--- config.mk ---
export PLATFORM = sky130hd
export DESIGN_NAME = i2s_master_tx
export DESIGN_NICKNAME = d
export VERILOG_FILES = /design/src/rtl/audipus_audio_pkg.sv /design/src/rtl/i2s_clk_div.sv /design/src/rtl/i2s_master_tx.sv
export SDC_FILE = /design/constraint.sdc
export NUM_CORES = 1
export LEC_CHECK = 0
export ABC_AREA = 1
export BUFFER_PORTS_ARGS = -buffer_cell sky130_fd_sc_hd__buf_2
export CAP_MARGIN = 20
export CORE_MARGIN = 2
export CORE_UTILIZATION = 43
export DETAILED_ROUTE_END_ITERATION = 8
export GPL_ROUTABILITY_DRIVEN = 1
export PLACE_DENSITY = 0.67
export SLEW_MARGIN = 20
export SYNTH_ARGS = -nofsm -noshare
export SYNTH_HDL_FRONTEND = slang
export SYNTH_HIERARCHICAL = 1
export SYNTH_SLANG_ARGS = --single-unit
--- constraint.sdc ---
create_clock -name clk -period 4.7 [get_ports clk]
set_input_delay 0.235 -clock clk [delete_from_list [all_inputs] [get_ports clk]]
set_output_delay 0.235 -clock clk [all_outputs]
set_load 0.1 [all_outputs]
--- src/rtl/audipus_audio_pkg.sv ---
// Shared audio-path definitions: default sample/slot widths, transmitter state
// encoding and the word-select polarity constant.
package audipus_audio_pkg;

    localparam int DATA_W_DEF = 24;
    localparam int SLOT_W_DEF = 32;

    // Word-select level that marks the left channel.
    localparam logic LR_LEFT = 1'b0;

    typedef enum logic [1:0] {
        IDLE  = 2'd0,
        RUN   = 2'd1,
        DRAIN = 2'd2
    } i2s_state_e;

endpackage

--- src/rtl/i2s_clk_div.sv ---
// Half-period clock divider: toggles div_clk every HALF enabled clk cycles and
// reports the toggle, rising and falling events as strobes for that same edge.
module i2s_clk_div #(
    parameter int HALF = 4
) (
    input  logic clk,
    input  logic reset_n,
    input  logic en,
    input  logic clr,
    output logic div_clk,
    output logic tgl,
    output logic rise,
    output logic fall
);

    localparam int CW = (HALF > 1) ? $clog2(HALF) : 1;

    logic [CW-1:0] cnt_q;

    // Strobes describe what div_clk does on the coming edge.
    assign tgl  = en && (cnt_q == CW'(HALF - 1));
    assign rise = tgl && !div_clk;
    assign fall = tgl && div_clk;

    always_ff @(posedge clk or negedge reset_n) begin
        if (!reset_n) begin
            cnt_q   <= '0;
            div_clk <= 1'b0;
        end else if (!en || clr) begin
            cnt_q   <= '0;
            div_clk <= 1'b0;
        end else if (tgl) begin
            cnt_q   <= '0;
            div_clk <= ~div_clk;
        end else begin
            cnt_q <= cnt_q + CW'(1);
        end
    end

endmodule

--- src/rtl/i2s_master_tx.sv ---
// I2S master transmitter: generates sclk/bclk/lrclk and serializes 24-bit L/R PCM.
// Build option I2S_TX_UNDERRUN_MUTE_EN: on underrun send silence instead of the last sample.
module i2s_master_tx
    import audipus_audio_pkg::*;
#(
    parameter int DATA_W    = DATA_W_DEF,
    parameter int SLOT_W    = SLOT_W_DEF,
    parameter int BCLK_HALF = 4,
    parameter int SCLK_HALF = 1
) (
    input  logic                     clk,
    input  logic                     reset_n,
    input  logic                     audio_en,
    input  logic                     l_data_en,
    input  logic                     r_data_en,
    input  logic signed [DATA_W-1:0] l_data,
    input  logic signed [DATA_W-1:0] r_data,
    output logic                     l_data_req,
    output logic                     r_data_req,
    output logic                     underrun,
    output logic                     busy,
    output logic                     sclk,
    output logic                     bclk,
    output logic                     lrclk,
    output logic                     s_data
);

    localparam int FRAME_W = 2 * SLOT_W;
    localparam int CNT_W   = $clog2(FRAME_W);
    localparam logic [CNT_W-1:0] LAST_BIT = CNT_W'(FRAME_W - 1);

    i2s_state_e state_q, state_d;

    logic [CNT_W-1:0]         bit_cnt_q, bit_nxt, pos_nxt;
    logic signed [DATA_W-1:0] l_hold_q, r_hold_q, shift_q;
    logic signed [DATA_W-1:0] l_load_val, r_load_val;
    logic                     l_full_q, r_full_q;
    logic                     run_en, go_idle, load_l, load_r, shift_bit;
    logic                     bclk_tgl, bclk_rise, bclk_fall;
    logic                     sclk_tgl, sclk_rise, sclk_fall;
    logic                     unused_strobes;

    assign run_en         = (state_q != IDLE);
    assign unused_strobes = ^{bclk_tgl, bclk_rise, sclk_tgl, sclk_rise, sclk_fall};

    i2s_clk_div #(.HALF(BCLK_HALF)) u_bclk_div (
        .clk     (clk),
        .reset_n (reset_n),
        .en      (run_en),
        .clr     (go_idle),
        .div_clk (bclk),
        .tgl     (bclk_tgl),
        .rise    (bclk_rise),
        .fall    (bclk_fall)
    );

    i2s_clk_div #(.HALF(SCLK_HALF)) u_sclk_div (
        .clk     (clk),
        .reset_n (reset_n),
        .en      (run_en),
        .clr     (go_idle),
        .div_clk (sclk),
        .tgl     (sclk_tgl),
        .rise    (sclk_rise),
        .fall    (sclk_fall)
    );

    always_ff @(posedge clk or negedge reset_n) begin
        if (!reset_n) state_q <= IDLE;
        else          state_q <= state_d;
    end

    always_comb begin
        bit_nxt   = (bit_cnt_q == LAST_BIT) ? '0 : bit_cnt_q + CNT_W'(1);
        pos_nxt   = (bit_nxt >= CNT_W'(SLOT_W)) ? bit_nxt - CNT_W'(SLOT_W) : bit_nxt;
        // Draining stops on the frame wrap, so a stopped stream never starts a new left slot.
        go_idle   = (state_q == DRAIN) && !audio_en && bclk_fall && (bit_cnt_q == LAST_BIT);
        load_l    = bclk_fall && !go_idle && (bit_nxt == '0);
        load_r    = bclk_fall && (bit_nxt == CNT_W'(SLOT_W));
        shift_bit = bclk_fall && (pos_nxt >= CNT_W'(1)) && (pos_nxt <= CNT_W'(DATA_W));
`ifdef I2S_TX_UNDERRUN_MUTE_EN
        l_load_val = l_full_q ? l_hold_q : '0;
        r_load_val = r_full_q ? r_hold_q : '0;
`else
        l_load_val = l_hold_q;
        r_load_val = r_hold_q;
`endif
        state_d = state_q;
        case (state_q)
            IDLE:    if (audio_en) state_d = RUN;
            RUN:     if (!audio_en) state_d = DRAIN;
            DRAIN:   if (audio_en) state_d = RUN;
                     else if (go_idle) state_d = IDLE;
            default: state_d = IDLE;
        endcase
    end

    always_ff @(posedge clk or negedge reset_n) begin
        if (!reset_n) begin
            busy       <= 1'b0;
            l_data_req <= 1'b0;
            r_data_req <= 1'b0;
            underrun   <= 1'b0;
            l_hold_q   <= '0;
            r_hold_q   <= '0;
            l_full_q   <= 1'b0;
            r_full_q   <= 1'b0;
            bit_cnt_q  <= LAST_BIT;
            lrclk      <= ~LR_LEFT;
            s_data     <= 1'b0;
        end else begin
            busy       <= (state_d != IDLE);
            l_data_req <= load_l && l_full_q;
            r_data_req <= load_r && r_full_q;
            underrun   <= (load_l && !l_full_q) || (load_r && !r_full_q);

            // A write coinciding with a load refills the hold, so it stays full.
            if (l_data_en) begin
                l_hold_q <= l_data;
                l_full_q <= 1'b1;
            end else if (load_l) begin
                l_full_q <= 1'b0;
            end
            if (r_data_en) begin
                r_hold_q <= r_data;
                r_full_q <= 1'b1;
            end else if (load_r) begin
                r_full_q <= 1'b0;
            end

            if (go_idle) begin
                bit_cnt_q <= LAST_BIT;
                lrclk     <= ~LR_LEFT;
                s_data    <= 1'b0;
            end else if (bclk_fall) begin
                bit_cnt_q <= bit_nxt;
                lrclk     <= (bit_nxt >= CNT_W'(SLOT_W)) ? ~LR_LEFT : LR_LEFT;
                s_data    <= shift_bit ? shift_q[DATA_W-1] : 1'b0;
            end
        end
    end

    // Serializer data path: slot position 0 loads, positions 1..DATA_W shift out MSB first.
    always_ff @(posedge clk) begin
        if (load_l)         shift_q <= l_load_val;
        else if (load_r)    shift_q <= r_load_val;
        else if (shift_bit) shift_q <= shift_q << 1;
    end

endmodule
==> flow_metrics.py, run 1 <==
metrics = {
    "outcome": {
        "status": "finished clean",
    },
    "synth": {
        "netlist_area_sq_um": 4430,
        "avgSynthCellArea_sq_um": 8.61,
        "synth_cells": 514,
        "synth_nets": 571,
        "ys_warn_count": 6,
    },
    "clock_network": {
        "clockBufferDepth": 2,
        "cts_resized": 0,
        "cts_made_buffers": 9,
        "cts_hold_buffers": 0,
        "htreeDepth": 3,
        "root_buffer": "clkbuf_8",
        "clk_latency_ns": 0.35,
        "cts_setup_buffers": 0,
        "cts_tree": "built",
        "clkTransAtPathRegs_ns": 0.09,
        "clock_sinks": 93,
    },
    "global_route": {
        "grt_pass1_vias": 3319,
        "grt_usage_pct": 17.9,
        "antenna_found_initial": 0,
        "overflow": 0,
        "grt_max_degree": 70,
        "grt_pass1_wl_um": 15800,
    },
    "die": {
        "fp.dieW_um": 105,
        "die_h_um": 105,
        "io_pins": 61,
        "fp.coreArea_sq_um": 10100,
        "fp-row-count": 37,
        "die-area_sq_um": 11100,
        "start_util_pct": 43.7,
    },
    "layout": {
        "nets": 619,
        "final_common_cell": "nand2_1",
        "drive_gt1_share_pct": 18.9,
        "n_antenna_cell": 0,
        "utilization_pct": 49.2,
        "area_growth_pct": 12.7,
        "final_cell_mix": "168 x nand2_1, 69 x inv_1, 62 x dfrtp_1, 60 x buf_2, 51 x nand3_1",
    },
    "setup_path": {
        "start_kind": "register",
        "cp.arrival_ns": 3.30,
        "path_max_fanout": 28,
        "crit_type": "register to register",
        "critPathMaxStageDelay_ns": 0.55,
        "regToRegEndpoint": "shift_q[9]",
        "worstSetupEndpointType": "register",
        "path_delay_family": "simple AND/OR/NAND/NOR gates",
        "r2r_cells": 8,
        "critPathRequiredTime_ns": 4.69,
        "cp_num_buf_inv": 2,
        "r2r_start": "state_q[0]",
        "r2r_slack_ns": 1.39,
        "cp-endpoint": "shift_q[9]",
        "path_depth": 8,
        "cp_common_cell": "nor2_1",
        "crit_chain": "nor2_1, inv_1, nand2_2, nor2_1, clkinv_1, nor2_4, nand3_4, nand3_2",
        "slowest_stage": "nor2_4",
        "setup.worst_path.start": "state_q[0]",
    },
    "pwr": {
        "p_leak_uw": 0.00259,
        "p_sw_uw": 849,
        "pwr-share-clk_pct": 25.1,
        "pwr-share-comb_pct": 31.2,
        "internal_power_uw": 1390,
        "swShare_pct": 37.9,
        "ir_drop_uv": 314,
        "p_per_area_nw_per_um2": 449,
        "p_seq_share_pct": 43.7,
    },
    "timing": {
        "setup_violations": 0,
        "period_share_pct": 70.5,
        "max_freq_mhz": 302,
        "maxSlewHeadroom_pct": 40.5,
        "rsz0062_at_grt": "false",
        "final_max_slew_viol_count": 0,
        "holdWs_ns": 0.0753,
        "worstMarginPinSlew_ns": 0.893,
        "hold_viol": 0,
        "setup-tns-final_ns": 0,
        "skew_ns": 0.00693,
        "fin_crit_ns": 3.31,
        "layout_setup_ws_ns": 1.39,
    },
    "route": {
        "viasPerCell": 4.81,
        "drtIter0Drc": 221,
        "vias": 3381,
        "drtAntennaViolNets": 0,
        "drtPass1Iterations": 4,
        "remaining_drc_errors": 0,
        "drt_wl_total_um": 9150,
        "routedWlPerCell_um": 13.0,
    },
    "placed_design": {
        "portBuffers": 60,
        "gp_congestion": 0.891,
        "dp_hpwl_um": 6460,
        "dp_slack_ns": 1.07,
    },
    "job": {
        "maxCapViolCount": 0,
    },
    "min_path": {
        "hold_class": "input port to async pin",
    },
}
## layout make-up
type | instances | area [sq um]
clock buffer | 12 | 156
clock inverter | 4 | 52.6
fill | 992 | 5150
inverter | 73 | 274
multi-input combinational | 323 | 1570
sequential | 93 | 2460
tap | 136 | 170
timing repair buffer | 62 | 315
## stage by stage
| step | std cells | area, sq um | power [uW] |
|---|---|---|---|
| 5_1_grt | 703 | 4990 | 2390 |
| 2_1_floorplan | 514 | 4430 | 1580 |
| 3_5_place_dp | 687 | 4780 | 1690 |
| 6_report | 703 | 4990 | 2240 |
| 3_3_place_gp | 687 | 4780 | 1670 |
| 4_1_cts | 703 | 4980 | 2260 |
## metal layers
metal	GRT usage, %	routed length [um]	vias to the layer above	share of wire (%)
met2	25.9	4080	83	45
met4	7.62	191	0	2.1
met3	3.53	448	19	4.9
met1	26.2	4420	1553	48
met5	0	0	-	0
li1	-	-	1726	-
## power groups by stage
stage | logic (uW) | registers, uW | clock network (uW)
after detailed placement | 695 | 995 | 0
after global routing | 783 | 989 | 615
final | 698 | 978 | 563
after CTS | 699 | 979 | 578
after floorplan | 521 | 1060 | 0
after global placement | 675 | 991 | 0
## sequential cells by signal (all words and copies together) (netlist names), 2 cells and up
| name | cells |
|---|---|
| state_q | 2 |
| l_hold_q | 24 |
| u_bclk_div/cnt_q | 2 |
| bit_cnt_q | 6 |
| shift_q | 24 |
| r_hold_q | 24 |
## worst min path at each step
stage                        startpoint                  end  slack (ns)  depth (start not counted)
finish                          reset_n          r_hold_q[4]        0.08                          2
global route                 l_data[11]         l_hold_q[11]        0.07                          3
detailed placement  u_bclk_div/cnt_q[0]  u_bclk_div/cnt_q[0]        0.44                          1
global placement    u_bclk_div/cnt_q[0]  u_bclk_div/cnt_q[0]        0.42                          1
CTS                          l_data[18]         l_hold_q[18]        0.06                          3
floorplan                       reset_n                 busy       -0.06                          0
No activity file was read; power rests on OpenSTA's default activity.
==> run 2, diff against run 1 <==
--- a/config.mk
+++ b/config.mk
@@ -5,7 +5,7 @@
 export SDC_FILE = /design/constraint.sdc
 export NUM_CORES = 1
 export LEC_CHECK = 0
-export ABC_AREA = 1
+export ABC_AREA = 0
 export BUFFER_PORTS_ARGS = -buffer_cell sky130_fd_sc_hd__buf_2
 export CAP_MARGIN = 20
 export CORE_MARGIN = 2
==> constraint.sdc (replaced) <==
create_clock -name clk -period 3.4 [get_ports clk]
set_input_delay 0.17 -clock clk [delete_from_list [all_inputs] [get_ports clk]]
set_output_delay 0.17 -clock clk [all_outputs]
set_load 0.1 [all_outputs]
==> run 2 against run 1 <==
  * Wire length shrank 6.0%
  * Power increased by 31%
  * Clock power grew 31%
==> flow_metrics.py, run 2 <==
metrics = {
    "outcome": {
        "status": "finished clean",
    },
    "timing": {
        "skew_ns": 0.0102,
        "rsz0062_at_grt": "false",
        "fin_crit_ns": 2.91,
        "worstMarginPinSlew_ns": 1.09,
        "final_max_slew_viol_count": 0,
        "layout_setup_ws_ns": 0.492,
        "setup_violations": 0,
        "holdWs_ns": 0.0199,
        "hold_viol": 0,
        "period_share_pct": 85.5,
        "max_freq_mhz": 344,
        "setup-tns-final_ns": 0,
        "maxSlewHeadroom_pct": 27.1,
    },
    "setup_path": {
        "worstSetupEndpointType": "register",
        "start_kind": "register",
        "cp.arrival_ns": 3.11,
        "critPathRequiredTime_ns": 3.60,
        "path_max_fanout": 16,
        "crit_type": "register to register",
        "r2r_cells": 7,
    },
    "clock_network": {
        "clk_latency_ns": 0.35,
        "clkTransAtPathRegs_ns": 0.10,
        "cts_tree": "built",
        "cts_resized": 0,
        "clockBufferDepth": 2,
        "clock_sinks": 93,
        "htreeDepth": 3,
        "root_buffer": "clkbuf_8",
        "cts_made_buffers": 9,
        "cts_setup_buffers": 0,
        "cts_hold_buffers": 2,
    },
    "die": {
        "die_h_um": 105,
        "die-area_sq_um": 10900,
        "fp.dieW_um": 105,
        "io_pins": 61,
        "start_util_pct": 44.5,
        "fp-row-count": 36,
        "fp.coreArea_sq_um": 9770,
    },
    "route": {
        "drtIter0Drc": 230,
        "drtPass1Iterations": 4,
        "viasPerCell": 5.19,
        "drtAntennaViolNets": 0,
        "drt_wl_total_um": 8590,
        "remaining_drc_errors": 0,
        "routedWlPerCell_um": 15.2,
        "vias": 2932,
    },
    "layout": {
        "regArea_sq_um": 2460,
        "drive_gt1_share_pct": 33.1,
        "multi_input_area_sq_um": 1630,
        "final_common_cell": "dfrtp_1",
        "n_fill_cell": 914,
        "final_cell_mix": "62 x dfrtp_1, 60 x buf_2, 56 x nand2_1, 30 x o21ai_0, 28 x mux2_2",
        "final_cells": 565,
        "largestRegisters": "l_hold_q: 24 flops, r_hold_q: 24 flops, shift_q: 24 flops",
        "nets": 484,
        "n_antenna_cell": 0,
        "area_growth_pct": 13.2,
    },
    "global_route": {
        "grt_max_degree": 47,
        "grt_usage_pct": 16.9,
        "grt_pass1_wl_um": 14800,
        "grt_pass1_vias": 3046,
        "overflow": 0,
        "antenna_found_initial": 0,
    },
    "job": {
        "maxCapViolCount": 0,
    },
    "placed_design": {
        "dp_hpwl_um": 5900,
        "dp_slack_ns": 0.526,
        "portBuffers": 60,
        "dp_cells": 547,
        "gp_congestion": 0.865,
    },
    "min_path": {
        "hold_class": "input port to register",
        "min_path_cells": 3,
    },
    "pwr": {
        "p_per_area_nw_per_um2": 594,
        "ir_drop_uv": 302,
        "p_leak_uw": 0.00211,
        "p_total_uw": 2930,
    },
    "synth": {
        "synth_nets": 431,
        "synth_cells": 374,
        "ys_warn_count": 6,
        "avgSynthCellArea_sq_um": 11.6,
        "netlist_area_sq_um": 4350,
    },
}
==> run 2: power breakdown <==
part,total (uW),internal [uW],switching (uW)
clock network,739,344,395
registers,1410,1290,122
logic,777,264,512
total,2930,1900,1030
==> run 2: final cells by class <==
cell class / count / share of cell area (%)
Clock buffer: 9 / 2.52
Inverter: 27 / 2.06
Multi-Input combinational cell: 227 / 33.1
Timing Repair Buffer: 69 / 7.57
Tap cell: 133 / 3.38
Sequential cell: 93 / 49.9
Clock inverter: 7 / 1.50
==> run 2: metrics by stage <==
step | instance area (sq um) | utilization [%]
finish | 4920 | 50.4
global placement | 4700 | 48.1
floorplan | 4350 | -
CTS | 4920 | 50.4
global route | 4920 | 50.4
detailed placement | 4700 | 48.1
==> run 2: routing by layer <==
metal  wire (um)  global-route usage, %
met1        4060                   23.2
met2        4140                   27.1
met3         304                   3.87
met4          93                   4.63
met5           0                      0
==> run 2: worst paths after layout <==
check,slack [ns],start,endpoint
max in group asynchronous,2.06,reset_n,bit_cnt_q[0]
min in group asynchronous,0.35,reset_n,r_hold_q[11]
worst max register to register,0.49,bit_cnt_q[0],shift_q[10]
worst min-delay path,0.02,r_data[11],r_hold_q[11]
worst max-delay path,0.49,bit_cnt_q[0],shift_q[10]
worst min register to register,0.45,u_bclk_div/cnt_q[0],u_bclk_div/cnt_q[0]
==> run 2: worst max-delay path, stage by stage, from the launching register on <==
cell and delay [ns]:
dfstp_2 0.63, ha_1 0.36, and4_1 0.27, and2_1 0.32
o2111ai_2 0.17, or2_1 0.52, buf_4 0.33, o211ai_2 0.15
